### config.mk
export PLATFORM = sky130hd
export DESIGN_NAME = serial_subtractor_flat
export DESIGN_NICKNAME = d
export VERILOG_FILES = /design/src/rtl/serial_subtractor_pkg.sv /design/src/rtl/serial_subtractor_if.sv /design/src/rtl/serial_subtractor_half_subtractor.sv /design/src/rtl/serial_subtractor.sv /design/src/flat_wrapper.sv
export SDC_FILE = /design/constraint.sdc
export NUM_CORES = 1
export LEC_CHECK = 0
export CAP_MARGIN = 20
export CORE_ASPECT_RATIO = 0.5
export CORE_MARGIN = 3
export CORE_UTILIZATION = 34
export CTS_CLUSTER_DIAMETER = 200
export CTS_CLUSTER_SIZE = 10
export DETAILED_ROUTE_END_ITERATION = 8
export PLACE_DENSITY = 0.66
export SYNTH_ARGS = -nofsm -noshare
export SYNTH_HDL_FRONTEND = slang
export SYNTH_SLANG_ARGS = --single-unit
### constraint.sdc
create_clock -name clk -period 1.2 [get_ports clk]
set_input_delay 0.36 -clock clk [delete_from_list [all_inputs] [get_ports clk]]
set_output_delay 0.36 -clock clk [all_outputs]
set_load 0.005 [all_outputs]
### src/rtl/serial_subtractor_pkg.sv
`default_nettype none
// +--------------------------------------------------------------------------+
// | Module  : serial_sub_pkg                                                 |
// | Brief   : Shared constants for the bit-serial subtractor: FSM state      |
// |           encodings and the default operand width.                       |
// | Revision: 1.0  initial release                                           |
// +--------------------------------------------------------------------------+
package serial_sub_pkg;

  // Default operand/result width in bits
  localparam int DEF_WIDTH = 8;

  // Controller states (2-bit legacy-compatible encoding)
  localparam logic [1:0] ST_IDLE = 2'd0;
  localparam logic [1:0] ST_RUN  = 2'd1;
  localparam logic [1:0] ST_DONE = 2'd2;

endpackage : serial_sub_pkg
`default_nettype wire

### src/rtl/serial_subtractor_if.sv
`default_nettype none
// +--------------------------------------------------------------------------+
// | Module  : serial_subtractor_if                                           |
// | Brief   : Operand/result handshake bundle for serial_subtractor.         |
// |           The master drives operands and accepts results; the slave is   |
// |           the subtractor. zero_out exists only when                      |
// |           SERIAL_SUB_ZERO_FLAG_EN is defined.                            |
// | Revision: 1.0  initial release                                           |
// +--------------------------------------------------------------------------+
interface serial_subtractor_if #(
  parameter int WIDTH = 8
);
  logic             start_valid;
  logic             start_ready;
  logic [WIDTH-1:0] a_in;
  logic [WIDTH-1:0] b_in;
  logic [WIDTH-1:0] diff_out;
  logic             borrow_out;
  logic             done_valid;
  logic             done_ready;
`ifdef SERIAL_SUB_ZERO_FLAG_EN
  logic             zero_out;

  modport master (
    output start_valid, a_in, b_in, done_ready,
    input  start_ready, diff_out, borrow_out, done_valid, zero_out
  );

  modport slave (
    input  start_valid, a_in, b_in, done_ready,
    output start_ready, diff_out, borrow_out, done_valid, zero_out
  );
`else
  modport master (
    output start_valid, a_in, b_in, done_ready,
    input  start_ready, diff_out, borrow_out, done_valid
  );

  modport slave (
    input  start_valid, a_in, b_in, done_ready,
    output start_ready, diff_out, borrow_out, done_valid
  );
`endif
endinterface : serial_subtractor_if
`default_nettype wire

### src/rtl/serial_subtractor_half_subtractor.sv
`default_nettype none
// +--------------------------------------------------------------------------+
// | Module  : half_subtractor                                                |
// | Brief   : One-bit half subtractor: diff = a ^ b, borrow = ~a & b.        |
// | Revision: 1.0  initial release                                           |
// +--------------------------------------------------------------------------+
module half_subtractor (
  input  wire logic a,
  input  wire logic b,
  output logic      diff,
  output logic      borrow
);

  assign diff   = a ^ b;
  assign borrow = ~a & b;

endmodule : half_subtractor
`default_nettype wire

### src/rtl/serial_subtractor.sv
`default_nettype none
// +--------------------------------------------------------------------------+
// | Module  : serial_subtractor                                              |
// | Brief   : Bit-serial unsigned subtractor, DIFF = A - B, LSB first, one   |
// |           bit per clock, valid/ready on operand and result sides.        |
// |           Optional zero flag enabled by SERIAL_SUB_ZERO_FLAG_EN.         |
// | Revision: 1.0  initial release                                           |
// +--------------------------------------------------------------------------+
module serial_subtractor
  import serial_sub_pkg::*;
#(
  parameter int WIDTH = DEF_WIDTH
) (
  input wire logic          clk,
  input wire logic          rst_n,
  serial_subtractor_if.slave bus
);

  localparam int CNT_W = $clog2(WIDTH + 1);
  // Counter value during the final bit step of an operation
  localparam logic [CNT_W-1:0] C_LAST_STEP = CNT_W'(WIDTH - 1);

  logic [1:0]       r_state;
  logic [WIDTH-1:0] r_a_sh;
  logic [WIDTH-1:0] r_b_sh;
  logic [WIDTH-1:0] r_diff;
  logic             r_borrow;
  logic [CNT_W-1:0] r_cnt;

  logic w_d0;
  logic w_b0;
  logic w_d;
  logic w_b1;
  logic w_br_next;
  logic w_last;

  // First cell subtracts the operand bits, second subtracts the running borrow
  half_subtractor u_hs_ab (
    .a      (r_a_sh[0]),
    .b      (r_b_sh[0]),
    .diff   (w_d0),
    .borrow (w_b0)
  );

  half_subtractor u_hs_br (
    .a      (w_d0),
    .b      (r_borrow),
    .diff   (w_d),
    .borrow (w_b1)
  );

  assign w_br_next = w_b0 | w_b1;
  assign w_last    = (r_cnt == C_LAST_STEP);

  // Controller and datapath: load on start handshake, shift one bit per RUN edge
  always_ff @(posedge clk or negedge rst_n) begin
    if (!rst_n) begin
      r_state  <= ST_IDLE;
      r_a_sh   <= '0;
      r_b_sh   <= '0;
      r_diff   <= '0;
      r_borrow <= 1'b0;
      r_cnt    <= '0;
    end else begin
      case (r_state)
        ST_IDLE: begin
          if (bus.start_valid) begin
            r_a_sh   <= bus.a_in;
            r_b_sh   <= bus.b_in;
            r_borrow <= 1'b0;
            r_cnt    <= '0;
            r_state  <= ST_RUN;
          end
        end
        ST_RUN: begin
          r_diff   <= {w_d, r_diff[WIDTH-1:1]};
          r_a_sh   <= {1'b0, r_a_sh[WIDTH-1:1]};
          r_b_sh   <= {1'b0, r_b_sh[WIDTH-1:1]};
          r_borrow <= w_br_next;
          r_cnt    <= r_cnt + 1'b1;
          if (w_last) begin
            r_state <= ST_DONE;
          end
        end
        ST_DONE: begin
          if (bus.done_ready) begin
            r_state <= ST_IDLE;
          end
        end
        default: r_state <= ST_IDLE;
      endcase
    end
  end

  assign bus.start_ready = (r_state == ST_IDLE);
  assign bus.done_valid  = (r_state == ST_DONE);
  assign bus.diff_out    = r_diff;
  assign bus.borrow_out  = r_borrow;

`ifdef SERIAL_SUB_ZERO_FLAG_EN
  logic r_any_one;
  logic r_zero;

  // Track whether any result bit was 1; publish the inverted flag on the last step
  always_ff @(posedge clk or negedge rst_n) begin
    if (!rst_n) begin
      r_any_one <= 1'b0;
      r_zero    <= 1'b0;
    end else begin
      if (r_state == ST_IDLE && bus.start_valid) begin
        r_any_one <= 1'b0;
        r_zero    <= 1'b0;
      end else if (r_state == ST_RUN) begin
        r_any_one <= r_any_one | w_d;
        if (w_last) begin
          r_zero <= ~(r_any_one | w_d);
        end
      end
    end
  end

  assign bus.zero_out = r_zero;
`endif

endmodule : serial_subtractor
`default_nettype wire

### src/flat_wrapper.sv
// flat-port wrapper written by rule: the top's interface ports become plain ports
module serial_subtractor_flat import serial_sub_pkg::*;
#(
  parameter int WIDTH = DEF_WIDTH
)
  (clk, rst_n, bus_start_valid, bus_a_in, bus_b_in, bus_done_ready, bus_start_ready, bus_diff_out, bus_borrow_out, bus_done_valid);
  serial_subtractor_if #(.WIDTH(WIDTH)) bus_i ();
  input wire logic clk;
  input wire logic rst_n;
  input wire logic [$bits(bus_i.start_valid)-1:0] bus_start_valid;
  input wire logic [$bits(bus_i.a_in)-1:0] bus_a_in;
  input wire logic [$bits(bus_i.b_in)-1:0] bus_b_in;
  input wire logic [$bits(bus_i.done_ready)-1:0] bus_done_ready;
  output wire logic [$bits(bus_i.start_ready)-1:0] bus_start_ready;
  output wire logic [$bits(bus_i.diff_out)-1:0] bus_diff_out;
  output wire logic [$bits(bus_i.borrow_out)-1:0] bus_borrow_out;
  output wire logic [$bits(bus_i.done_valid)-1:0] bus_done_valid;
  assign bus_i.start_valid = bus_start_valid;
  assign bus_i.a_in = bus_a_in;
  assign bus_i.b_in = bus_b_in;
  assign bus_i.done_ready = bus_done_ready;
  assign bus_start_ready = bus_i.start_ready;
  assign bus_diff_out = bus_i.diff_out;
  assign bus_borrow_out = bus_i.borrow_out;
  assign bus_done_valid = bus_i.done_valid;
  serial_subtractor #(.WIDTH(WIDTH)) u_core (.clk(clk), .rst_n(rst_n), .bus(bus_i));
endmodule
# Word-level counts from Yosys, hierarchy flattened
# Index checks and enable logic that the tools add are counted.
word_totals:
  register_bits: 31
  inputBits: 20
  output_inout_bits: 11
  wordCells: 36
classes:
  addsub: 1
  n_eq_ne: 6
  muxes: 12
  n_bitwise: 7
  reduce_logical: 4
op_table:
  columns: ["op", "n"]
  rows:
  - ["8-bit one-hot mux with 2 select lines", 2]
  - ["8-bit 2-to-1 mux", 2]
  - ["4-bit one-hot mux with 2 select lines", 1]
  - ["2-bit 2-to-1 mux", 3]
  - ["2-bit one-hot mux with 3 select lines", 1]
  - ["4-bit by 1-bit adder with 4-bit output, second input constant", 1]
  - ["4-bit by 3-bit equality test with 1-bit output, second input constant", 1]
  - ["4-bit 2-to-1 mux", 1]
  - ["2-bit != test, second input constant", 2]
  - ["3-bit AND reduction", 1]
  - ["1-bit bitwise AND", 2]
  - ["2-bit by 1-bit equality test with 1-bit output, second input constant", 1]
  - ["2-bit equality test, second input constant", 1]
  - ["2-bit zero test", 1]
  - ["2-bit by 1-bit != test with 1-bit output, second input constant", 1]
  - ["1-bit inverter", 2]
  - ["1-bit one-hot mux with 2 select lines", 1]
  - ["2-bit AND reduction", 1]
  - ["2-bit nonzero test", 1]
  - ["1-bit XOR", 2]
  - ["1-bit 2-to-1 mux", 1]
  - ["1-bit bitwise OR", 1]

# Depth between registers and ports, before layout
logic_depth:
  depth_word: 5
  ltp_mapped: 5
  mapped_depth_nobuf: 3

# Cells and area by module
# Synthesis repeated with hierarchy kept, for this count alone.
unflattened:
  cells_unflattened: 129
  area_unflattened_um2: 1380.1
modules_own_cells:
  columns: ["module", "instances", "cells_each", "area_per_inst_um2", "seq_area_each_um2"]
  rows:
  - ["serial_subtractor", 1, 123, 1340.0, 775.7]
  - ["half_subtractor", 2, 3, 20.0, 0.0]

# Worst setup path before layout
# No wires, ideal clock.
synth_timing:
  path_kind: "flip-flop to flip-flop"
  start: "reg u_core.r_cnt[0]"
  end: "reg u_core.r_cnt[2]"
  setup_time_ns: 0.121
  arrival_time_ns: 1.017
  required_ns: 1.079
  path_slack_ns: 0.062
  stages_incl_launch_ff: 4
  period_less_slack_ns: 1.138
  path_cell_list: "dfrtp_1 ha_1 mux2_2 a22o_1"
synth_via:
  elab_chain_len: 2
synth_rtl:
  columns: ["item", "line_no", "text"]
  rows:
  - ["start: declaration", "serial_subtractor.sv:28", "logic [CNT_W-1:0] r_cnt;"]
  - ["start signal: assignment", "serial_subtractor.sv:80", "r_cnt <= r_cnt + 1'b1;"]
  - ["4-bit by 1-bit adder with 4-bit output", "serial_subtractor.sv:80", null]
  - ["4-bit one-hot mux with 2 select lines", "serial_subtractor.sv:65", "case (r_state)"]
# Every way passes these cells.
# A chain may end at the register's enable or synchronous reset.

# Final worst setup path
layout_timing:
  start: "reg u_core.r_state[0]"
  end: "out bus_start_ready"
layout_via:
  elab_chain_len: 1
layout_rtl:
  columns: ["item", "line_no", "text"]
  rows:
  - ["start: declaration", "serial_subtractor.sv:23", "logic [1:0] r_state;"]
  - ["start signal: assignment", "serial_subtractor.sv:58", "r_state <= ST_IDLE;"]
  - ["start signal: assignment", "serial_subtractor.sv:72", "r_state <= ST_RUN;"]
  - ["start signal: assignment", "serial_subtractor.sv:82", "r_state <= ST_DONE;"]
  - ["2-bit zero test", "serial_subtractor.sv:95", "assign bus.start_ready = (r_state == ST_IDLE);"]
  - ["end: declaration", "flat_wrapper.sv:14", "output wire logic [$bits(bus_i.start_ready)-1:0] bus_start_ready;"]
# Every way passes these cells.

==> results.yml <==
yosys:
  yosys_warnings: 0
  syn_area_um2: 1350
  yosysUniqueCellTypes: 24
  ys_ff_latch: 31
  avgSynthCellArea_um2: 10.1
  synthCells: 134
  seq_area_frac_synth_pct: 57.3
  synth_fp_nets: 156
drt:
  antenna_left: 0
  vias_per_cell: 5.06
  drtIter0Drc: 68
  wl_per_cell_um: 16.5
  routed_wirelength_um: 4190
  via_count: 1285
  dr.pass1.iters: 4
  remaining_drc_errors: 0
cts:
  cts_num_sinks: 31
  clk_path_buf_depth: 2
  cts.clk_slew.worst_paths_ns: 0.07
  clk_latency_ns: 0.28
  cts.htree.levels: 2
  cts_tree: "yes"
  holdBufCountCts: 0
  ctsRootBufferMaster: "clkbuf_8"
  cts-buffers-inserted: 5
die:
  rows: 15
  dieWidth_um: 95.2
  die-area_um2: 4820
  die_y_um: 50.6
  start_util_pct: 37.4
  core-area_um2: 3620
  num_io_pins: 31
sta:
  period_needed_ns: 1.44
  timing.fmax_mhz: 696
  worst_pin_slew_ns: 0.253
  clock_skew_ns: 0.00581
  rsz0062_at_grt: "yes"
  setup_violations: 31
  max_slew_margin_pct: 83.1
  hold_violations: 0
  maxSlewViolCount: 0
  period_share_pct: 120
  setup_ws_ns: -0.236
power_and_ir_drop:
  internal-power_uw: 3720
  p_leak_uw: 0.00118
  power.share.clock_pct: 18.8
  seq_power_share_pct: 30.7
  combPwrFrac_pct: 50.5
  power_density_nw_per_um2: 2370
  swShare_pct: 34.5
  peakVddDrop_mv: 0.882
  switchingPower_uw: 1960
global_route:
  overflow: 0
  grt_usage_pct: 16.7
  grt_pass1_wl_um: 6090
  antenna_found_initial: 0
  grt_pass1_vias: 1231
  grt_start_max_net_pins: 32
placed_design:
  dpl_cell_area_um2: 1840
  placedCellCount: 224
  place_hpwl_um: 1970
  port_buffers: 30
  gp_congestion: 0.701
  place_ws_ns: -0.721
worst_setup_path:
  cp.arrival_ns: 1.08
  critPathTopFamily: "flip-flops"
  path_cells: "buf_6, nor2_4, buf_2"
  cp.required_ns: 0.84
  critPathBufInv: 2
  crit_path_top_delay_cell: "dfrtp_2"
  cp-start-kind: "register"
  crit_path_end_kind: "output port"
  critPathMaxFanout: 2
  crit_type: "reg -> out"
  cpPeakStageDelay_ns: 0.42
final_layout:
  area_growth_pct: 76.8
  final_cell_mix: "dfrtp_1 (30), nand2_2 (19), clkdlybuf4s50_1 (18), buf_4 (18), nand2_1 (13)"
  layout-drive-gt1-share_pct: 51.7
  nNetsFinal: 224
  nFillCells: 268
  final_common_cell: "dfrtp_1"
  fin_cells: 254
  antenna_cells: 0
  design_area_um2: 2390
  fin_util_pct: 66.1
run_status:
  violations: "negative setup slack"
  status: "finished with violations"
job:
  drv_cap: 0
worst_hold_path:
  min_path_type: "in -> async"
==> registers in the layout, indices dropped and copies added (netlist names) <==
| signal | count |
|---|---|
| u_core.r_state | 2 |
| u_core.bus.diff_out | 8 |
| u_core.r_b_sh | 8 |
| u_core.r_a_sh | 8 |
| u_core.r_cnt | 4 |
| u_core.bus.borrow_out | 1 |
==> synthesized netlist by cell type <==
cell	instances	area share (%)
mux2_2	1	0.83
nor2b_1	4	1.8
a32o_1	2	1.5
clkbuf_1	2	0.55
nor2_1	2	0.55
a22o_1	3	1.9
o21ai_1	7	2.6
a21oi_1	3	1.1
nand4b_1	1	0.65
buf_6	1	0.83
nand2b_1	2	0.92
fa_1	1	1.5
inv_1	1	0.28
dfrtp_1	31	57
o21bai_1	1	0.55
and2_1	1	0.46
buf_2	6	2.2
o21ai_0	10	3.7
nand3_1	1	0.37
o31ai_1	1	0.55
nand2_1	37	10
ha_1	1	0.92
and3b_1	3	1.9
a22oi_1	12	6.7
==> power groups by stage <==
stage | clock network (uW) | registers [uW] | logic [uW]
6_report | 1070 | 1740 | 2870
5_1_grt | 1150 | 1780 | 3080
4_1_cts | 1090 | 1670 | 2430
3_5_place_dp | 0 | 1700 | 1840
3_3_place_gp | 0 | 1690 | 1790
2_1_floorplan | 0 | 1700 | 885
==> path summary, 6_finish.rpt <==
kind | cells after the start | slack, ns | start | end
worst max register to register | 7 | -0.20 | u_core.r_state[0] | u_core.r_a_sh[4]
worst min register to register | 2 | 0.48 | u_core.bus.diff_out[0] | u_core.bus.diff_out[0]
max in group asynchronous | 2 | 0.58 | rst_n | u_core.r_state[0]
worst min-delay path | 2 | 0.44 | rst_n | u_core.r_a_sh[7]
min in group clk | 2 | 0.48 | u_core.bus.diff_out[0] | u_core.bus.diff_out[0]
worst max-delay path | 3 | -0.24 | u_core.r_state[0] | bus_start_ready
==> logic make-up after synthesis <==
family	synth area share, %
compound gates	18.6
fa+ha+maj	2.40
buf+inv	3.88
flops	57.3
mux	0.832
simple gates	17.0
==> layout make-up <==
cell class | instances | area [um2] | share of cell area, %
clock inverters | 2 | 35.0 | 1.46
repair buffers | 69 | 694 | 29.0
clock buffers | 6 | 82.6 | 3.45
inverters | 1 | 3.75 | 0.157
well taps | 51 | 63.8 | 2.67
flip-flops and latches | 31 | 777 | 32.5
multi-input cells | 94 | 737 | 30.8
==> what timing repair did <==
| action | 4_1_cts | 5_1_grt |
|---|---|---|
| setup buffers | 18 | 4 |
| gates cloned | 3 | 2 |
| setup endpoints to repair | 41 | 32 |
| resized for setup | 87 | 51 |
| endpoints found under the hold margin | 0 | 0 |
| pin swaps | 10 | 30 |
==> stage by stage <==
step	hold slack [ns]	total power, uW	TNS [ns]
final	0.440	5680	-3.19
after detailed placement	0.466	3540	-14.71
after CTS	0.440	5200	-2.05
after floorplan	0.0644	2580	0
after global routing	0.446	6020	-4.50
after global placement	0.462	3470	-13.73
==> layer usage <==
layer	up-vias	track usage (%)	share of wire (%)
li1	606	-	-
met1	636	22.6	44
met2	37	26.2	50
met3	6	3.74	5.0
met4	0	6.46	1.1
met5	-	0	0
==> worst register-to-register path: stages, from the launching register on <==
cell,delay (ns)
dfrtp_2,0.42
buf_6,0.14
buf_6,0.12
o21bai_4,0.25
buf_12,0.17
buf_12,0.12
nand2_2,0.04
o21ai_1,0.08
Power figures use the tool's default switching activity.
